**config.mk**
```make
export PLATFORM = sky130hd
export DESIGN_NAME = matrix_serializer
export DESIGN_NICKNAME = d
export VERILOG_FILES = /design/src/rtl/npu_pkg.sv /design/src/rtl/matrix_index_counter.sv /design/src/rtl/matrix_serializer.sv
export SDC_FILE = /design/constraint.sdc
export NUM_CORES = 2
export LEC_CHECK = 0
export BUFFER_PORTS_ARGS = -buffer_cell sky130_fd_sc_hd__buf_2
export CORE_AREA = 2 2 628 630
export CTS_CLUSTER_SIZE = 12
export DETAILED_ROUTE_END_ITERATION = 8
export DIE_AREA = 0 0 630 632
export GPL_TIMING_DRIVEN = 0
export PLACE_DENSITY = 0.31
export SYNTH_ARGS = -nofsm -noshare
export SYNTH_HDL_FRONTEND = slang
export SYNTH_SLANG_ARGS = --single-unit
```
**constraint.sdc**
```tcl
create_clock -name clk -period 7.5 [get_ports clk]
set_input_delay 1.5 -clock clk [delete_from_list [all_inputs] [get_ports clk]]
set_output_delay 1.5 -clock clk [all_outputs]
set_load 0.005 [all_outputs]
```
**src/rtl/npu_pkg.sv**
```systemverilog
// -----------------------------------------------------------------------------
// npu_pkg
// Shared NPU definitions: matrix geometry, element/matrix types used by the
// leaky_relu stage and the matrix serializer, and the serializer FSM states.
// -----------------------------------------------------------------------------
package npu_pkg;

    localparam int DIM    = 10;
    localparam int DATA_W = 16;

    typedef logic signed [DATA_W-1:0] elem_t;
    typedef elem_t [DIM-1:0][DIM-1:0] matrix_t;

    typedef enum logic {
        IDLE   = 1'b0,
        STREAM = 1'b1
    } ser_state_t;

endpackage

```
**src/rtl/matrix_index_counter.sv**
```systemverilog
// -----------------------------------------------------------------------------
// matrix_index_counter
// Row/column index generator for walking a DIM x DIM matrix.
//
// Configuration macro: MATRIX_SER_COLMAJOR_EN
//   undefined : row-major walk (col moves fastest, row steps on col wrap)
//   defined   : column-major walk (row moves fastest, col steps on row wrap)
//
// Ports
//   clk     : clock, rising edge
//   rst     : asynchronous active-low reset, index forced to (0,0)
//   clear   : synchronous return to (0,0), wins over advance
//   advance : step to the next index in traversal order
//   row     : current row index
//   col     : current column index
//   last    : index is (DIM-1, DIM-1), the final element in either order
// -----------------------------------------------------------------------------
module matrix_index_counter #(
    parameter  int DIM   = npu_pkg::DIM,
    localparam int IDX_W = (DIM > 1) ? $clog2(DIM) : 1
) (
    input  logic             clk,
    input  logic             rst,
    input  logic             clear,
    input  logic             advance,
    output logic [IDX_W-1:0] row,
    output logic [IDX_W-1:0] col,
    output logic             last
);

    localparam logic [IDX_W-1:0] MAX_IDX = IDX_W'(DIM - 1);

    logic [IDX_W-1:0] r_row;
    logic [IDX_W-1:0] r_col;

    // Index walk. Advancing from the final element wraps back to (0,0), so a
    // completed matrix leaves the counter ready for the next one.
    always_ff @(posedge clk or negedge rst) begin
        if (!rst) begin
            r_row <= '0;
            r_col <= '0;
        end else if (clear) begin
            r_row <= '0;
            r_col <= '0;
        end else if (advance) begin
`ifdef MATRIX_SER_COLMAJOR_EN
            if (r_row == MAX_IDX) begin
                r_row <= '0;
                r_col <= (r_col == MAX_IDX) ? '0 : r_col + 1'b1;
            end else begin
                r_row <= r_row + 1'b1;
            end
`else
            if (r_col == MAX_IDX) begin
                r_col <= '0;
                r_row <= (r_row == MAX_IDX) ? '0 : r_row + 1'b1;
            end else begin
                r_col <= r_col + 1'b1;
            end
`endif
        end
    end

    assign row  = r_row;
    assign col  = r_col;
    assign last = (r_row == MAX_IDX) && (r_col == MAX_IDX);

endmodule

```
**src/rtl/matrix_serializer.sv**
```systemverilog
// -----------------------------------------------------------------------------
// matrix_serializer
// Captures a complete DIM x DIM activation matrix in one cycle and streams its
// elements out one per handshake with their row/column indices.
//
// Configuration macro: MATRIX_SER_COLMAJOR_EN (column-major traversal when
// defined, row-major otherwise; handled inside matrix_index_counter).
//
// Ports
//   clk       : clock, rising edge
//   rst       : asynchronous active-low reset
//   in_matrix : whole matrix from leaky_relu, element [row][col]
//   in_valid  : in_matrix holds a complete matrix
//   in_ready  : block is idle and will capture on in_valid
//   out_data  : current element, bit-exact copy of the captured value
//   out_valid : out_data is valid
//   out_ready : downstream accepts out_data
//   out_last  : out_data is the final element (DIM-1, DIM-1)
//   out_row   : row index of out_data
//   out_col   : column index of out_data
// -----------------------------------------------------------------------------
module matrix_serializer
    import npu_pkg::*;
#(
    parameter  int DIM    = npu_pkg::DIM,
    parameter  int DATA_W = npu_pkg::DATA_W,
    localparam int IDX_W  = (DIM > 1) ? $clog2(DIM) : 1
) (
    input  logic                                    clk,
    input  logic                                    rst,
    input  logic signed [DIM-1:0][DIM-1:0][DATA_W-1:0] in_matrix,
    input  logic                                    in_valid,
    output logic                                    in_ready,
    output logic signed [DATA_W-1:0]                out_data,
    output logic                                    out_valid,
    input  logic                                    out_ready,
    output logic                                    out_last,
    output logic [IDX_W-1:0]                        out_row,
    output logic [IDX_W-1:0]                        out_col
);

    ser_state_t                             r_state;
    logic                                   r_in_ready;
    logic                                   r_out_valid;
    logic [DIM-1:0][DIM-1:0][DATA_W-1:0]    r_bank;

    logic                                   w_capture;
    logic                                   w_advance;
    logic [IDX_W-1:0]                       w_row;
    logic [IDX_W-1:0]                       w_col;
    logic                                   w_last;

    // in_ready is registered, so a capture is only possible once it has
    // risen after reset; this keeps the first post-reset edge capture-free.
    assign w_capture = (r_state == IDLE) && r_in_ready && in_valid;
    assign w_advance = r_out_valid && out_ready;

    matrix_index_counter #(
        .DIM (DIM)
    ) u_index (
        .clk     (clk),
        .rst     (rst),
        .clear   (w_capture),
        .advance (w_advance),
        .row     (w_row),
        .col     (w_col),
        .last    (w_last)
    );

    // Two-state control. Leaving STREAM on the final handshake goes to IDLE
    // only; the next capture needs a fresh edge with in_ready already high.
    always_ff @(posedge clk or negedge rst) begin
        if (!rst) begin
            r_state     <= IDLE;
            r_in_ready  <= 1'b0;
            r_out_valid <= 1'b0;
            r_bank      <= '0;
        end else begin
            case (r_state)
                IDLE: begin
                    r_in_ready  <= 1'b1;
                    r_out_valid <= 1'b0;
                    if (w_capture) begin
                        r_bank      <= in_matrix;
                        r_state     <= STREAM;
                        r_in_ready  <= 1'b0;
                        r_out_valid <= 1'b1;
                    end
                end
                STREAM: begin
                    if (out_ready && w_last) begin
                        r_state     <= IDLE;
                        r_in_ready  <= 1'b1;
                        r_out_valid <= 1'b0;
                    end
                end
                default: begin
                    r_state     <= IDLE;
                    r_in_ready  <= 1'b0;
                    r_out_valid <= 1'b0;
                end
            endcase
        end
    end

    // The bank and index only change on capture/handshake, so the element
    // and its indices stay stable while out_ready is low.
    assign out_data  = r_bank[w_row][w_col];
    assign out_row   = w_row;
    assign out_col   = w_col;
    assign out_last  = r_out_valid && w_last;
    assign out_valid = r_out_valid;
    assign in_ready  = r_in_ready;

endmodule

```
# Yosys cells after proc, flatten, opt, wreduce, memory -nomap -nowiden
# Cells that the tools add are included.
# W data, S select, Z words.
dict set report totals {
  regBits 1611
  output_inout_bits 27
  wordCells 142
}
dict set report op_classes {
  n_addsub 2
  n_lt_le_gt_ge 2
  eq_ne 3
  muxes 19
  bitwise 1
  reduce_logical 10
}
# operator n
set op_table {}
lappend op_table {{$bmux W160 S4} 1}
lappend op_table {{$mux W160} 1}
lappend op_table {{$bmux W16 S4} 1}
lappend op_table {{$mux W4} 7}
lappend op_table {{$mux W16} 1}
lappend op_table {{$lt A4 B5 Y1 const B} 2}
lappend op_table {{$add A4 B1 Y4 const B} 2}
lappend op_table {{$eq A4 B4 Y1 const B} 2}
lappend op_table {{$logic_and A1 B1 Y1} 6}
lappend op_table {{$pmux W1 S2} 3}
lappend op_table {{$mux W1} 5}
lappend op_table {{$reduce_and A2 Y1} 2}
lappend op_table {{$reduce_bool A2 Y1} 2}
lappend op_table {{$ne A2 B1 Y1 const B} 1}
lappend op_table {{$not A1 Y1} 1}

# Logic depth before layout (Yosys ltp)
dict set report depth {
  depth_word 5
  depth_mapped 11
  mapped_depth_nobuf 8
}

# Cells and area by module
# From an unflattened synthesis, not the netlist that was laid out.
dict set report hier_totals {
  cells_unflattened 7867
  area_unflattened_um2 73270.3
}
# mod n_inst cells_each area_each_um2 seq_area_each_um2
set modules_own_cells {}
lappend modules_own_cells {matrix_serializer 1 7818 72786.1 40113.5}
lappend modules_own_cells {matrix_index_counter 1 49 484.2 200.2}

# Worst setup path after synthesis
# No wires, ideal clock.
dict set report synth_path {
  path_type {register to output}
  startpoint {register u_index.r_row[0], in the netlist u_index.row[0]}
  endpoint {output out_data[0]}
  t_arrival_ns 1.992
  path_slack_ns 4.008
  stages_incl_launch_ff 9
  n_path_buf 3
  path_cell_list {dfrtp_1 buf_6 buf_4 buf_2 mux4_2 a22oi_1 nand2_1 a31oi_1 nand3_1}
}
dict set report synth_between {
  elab_chain_len 4
}
# item line
set synth_rtl {}
lappend synth_rtl {{start, declared} matrix_index_counter.sv:33} ;# logic [IDX_W-1:0] r_row;
lappend synth_rtl {{start signal, assigned} matrix_index_counter.sv:56} ;# r_row <= (r_row == MAX_IDX) ? '0 : r_row + 1'b1;
lappend synth_rtl {{$bmux W160 S4} matrix_serializer.sv:108} ;# assign out_data = r_bank[w_row][w_col];
lappend synth_rtl {{$mux W160 (not written as such)} matrix_serializer.sv:108}
lappend synth_rtl {{$bmux W16 S4} matrix_serializer.sv:108}
lappend synth_rtl {{$mux W16 (not written as such)} matrix_serializer.sv:108}
lappend synth_rtl {{end, declared} matrix_serializer.sv:34} ;# output logic signed [DATA_W-1:0] out_data,
# Every way passes these cells. The select of a mux whose other input is x is not followed.

# Worst setup path in the final report
dict set report layout_path {
  startpoint {register u_index.r_row[1], in the netlist u_index.row[1]}
  endpoint {output out_data[1]}
}
# Same word-level chain as after synthesis.

==> metrics.cfg <==
[timing]
rsz0062_at_grt = false
hold_violations = 0
hold_ws_ns = 0.470
fin_crit_ns = 7.48
fin_ws_ns = 0.0167
finalCritPeriodShare = 0.998
relSlewSlack = -0.0537
fmax_ghz = 0.134
fin_skew_ns = 0.0420
setup_viol = 0
worst_pin_slew_ns = 1.58
finalMaxSlewViolations = 22

[floorplan]
die_h_um = 632
die_w_um = 630
core_um2 = 391000
ios = 1631
rows = 230
initial_core_util = 0.189
dieArea_um2 = 398000

[layout]
most-common-layout-cells = nand2_1, buf_2, dfrtp_1, mux2i_1, clkbuf_1
seq_area_um2 = 40300
final_common_cell = nand2_1
nFillCells = 43300
nets = 11800
drive_gt1_frac = 0.240
area_growth_pct = 31.7
multi_input_area_um2 = 31400

[status]
violations = capacitance limit, slew limit
status = finished, violations left

[power]
p_leak_nw = 49.7
power_frac_seq = 0.324
p_sw_w = 0.0228
p_comb_frac = 0.452
powerDensity_nw_per_um2 = 499
clkPwrFrac = 0.224
peakVddDrop_mv = 0.243
switching_share = 0.468
p_int_w = 0.0258

[detailed_routing]
drt-wirelength-per-cell_um = 39.8
vias = 72300
drt-pass1-iter-count = 6
route.detailed.drc = 0
ant_nets = 0
vias_per_cell = 4.61
drt_wl_total_um = 625000
drt-initial-drc-count = 6798

[worst_setup_path]
max_stage_delay_ns = 0.71
path_delay_family = buffers and inverters
r2r_end = r_bank[681]
r2r_start = in_ready
startpoint_type = flop
worstPathRequired_ns = 6.00
crit_type = reg -> out
cp_max_fo = 10
critPathArrivalTime_ns = 5.98
worstPathCellList = buf_2 -> buf_4 -> buf_2 -> buf_4 -> mux4_2 -> o21ai_1 -> o211ai_1 -> a31oi_2 -> nand3_1 -> buf_2
cpMostUsedCell = buf_2
cp_slowest_cell = a31oi_2
path_buf_inv = 5
r2r_cells = 9
end_kind = primary output
r2r_slack_ns = 2.98

[grt]
overflow = 0
grt_usage = 0.304
first_global_vias = 73800
grt_max_degree = 153
antenna_found_initial = 196
grt_first_pass_wirelength_um = 783000

[min_path]
hold_depth = 2
hold-path-endpoint = r_bank[1261]
hp-class = reg -> reg
hold_start = r_bank[1261]

[yosys]
synthDistinctLibCells = 37
synth_area_per_cell_um2 = 8.88
netlist_area_um2 = 74000
synth_top_area_frac = 0.545
synth_warnings = 0
yosysTopAreaCell = dfrtp_1
synthArstFlopShare = 1.00
synth_fp_nets = 9941
netlist_instances = 8333
synth_edf_count = 0
synth_seq_area_share = 0.545
ys_seq_elements = 1611
synth.area.top_cells = dfrtp_1, nand2_1, mux2i_1, mux4_2, clkbuf_1
synth_ff_type = dfrtp_1

[clocking]
htree_levels = 4
cts_buffer_depth = 4
path_clk_slew_ns = 0.06
clock_latency_ns = 0.92
tritoncts = yes
cts_sinks = 1611
clockRootBuffer = clkbuf_16
cts_buffers = 211

[placed_design]
io_buffers = 1630
pre_cts_slack_ns = -0.141
place.detailed.hpwl_um = 501000
routabilityCongestion = 0.906

[run]
cap_violations = 2

## state kept, by name, indices dropped and copies added (netlist names)
signal       count
r_bank        1600
u_index.col      4
u_index.row      4
in_ready         1
out_valid        1
r_state          1
## metal layers
| layer | up-vias | global-route usage | share of wire |
|---|---|---|---|
| li1 | 30700 | - | - |
| met1 | 37700 | 0.386 | 0.42 |
| met2 | 3070 | 0.517 | 0.48 |
| met3 | 774 | 0.0444 | 0.050 |
| met4 | 54 | 0.123 | 0.045 |
| met5 | - | 0 | 0.00056 |
## what timing repair did
item | 4_1_cts | 5_1_grt
hold buffers | 0 | 0
setup buffers | 0 | 0
endpoints found under the setup margin | 16 | 0
gates resized for setup | 70 | 0
## cell usage after synthesis, types with 2 or more instances
library cell / n
nand2_1: 4852
dfrtp_1: 1611
mux2i_1: 425
clkbuf_1: 421
mux4_2: 178
o21ai_0: 136
a21oi_1: 113
a22oi_1: 101
mux2_2: 68
nand3_1: 50
buf_2: 49
buf_4: 42
a221oi_1: 40
nor3_1: 29
a211oi_1: 27
a31oi_1: 23
nor2_1: 23
o211ai_1: 23
buf_1: 19
buf_6: 19
nand2b_1: 16
o221ai_1: 16
o21bai_1: 13
a311oi_1: 10
nor2b_1: 6
and2_1: 4
ha_1: 4
inv_1: 4
a221oi_2: 2
or3_1: 2
## logic make-up after synthesis
family / synth area share
buffers and inverters: 0.0330
and+or+nand+nor: 0.256
muxes: 0.122
DFF: 0.545
AOI/OAI and AO/OA: 0.0437
adders and majority gates: 0.000676
## worst max path at each step
| stage | start | endpoint | depth (start not counted) |
|---|---|---|---|
| 2_1_floorplan | u_index.row[0] | out_data[0] | 8 |
| 3_3_place_gp | rst | r_bank[966] | 1 |
| 3_5_place_dp | u_index.row[1] | out_data[9] | 10 |
| 4_1_cts | u_index.row[1] | out_data[9] | 11 |
| 5_1_grt | u_index.row[0] | out_data[14] | 12 |
| 6_report | u_index.row[1] | out_data[1] | 10 |
## stage by stage
step           TNS, ns  cells   util  cell area (µm²)  power [W]
4_1_cts        -0.0415  15600  0.249            97300     0.0490
5_1_grt              0  15700  0.249            97400     0.0507
2_1_floorplan        0   8333      -            74000     0.0246
6_report             0  15700  0.249            97400     0.0486
3_5_place_dp    -0.150  15200  0.230            89800     0.0378
3_3_place_gp         -  15200  0.227            88700     0.0375
## worst min-delay path, stage by stage, from the launching register on
cell and delay (ns):
dfrtp_1 0.34, nand2_1 0.05, nand2_1 0.05
## power by group through the flow
stage                     Sequential, W  Combinational, W  Clock [W]
after CTS                        0.0156            0.0223     0.0111
after floorplan                  0.0147           0.00990          0
final                            0.0157            0.0220     0.0109
after detailed placement         0.0157            0.0221          0
after global placement           0.0157            0.0218          0
after global routing             0.0162            0.0231     0.0114
## cell type report
| class | instances | share of cell area |
|---|---|---|
| Antenna cell | 73 | 0.00187 |
| Buffer | 549 | 0.0267 |
| Clock buffer | 326 | 0.0659 |
| Clock inverter | 59 | 0.00814 |
| Inverter | 4 | 0.000154 |
| Multi-Input combinational cell | 6168 | 0.322 |
| Sequential cell | 1611 | 0.414 |
| Tap cell | 5220 | 0.0670 |
| Timing Repair Buffer | 1676 | 0.0941 |
Note: power is estimated with default switching activity, not from simulation.
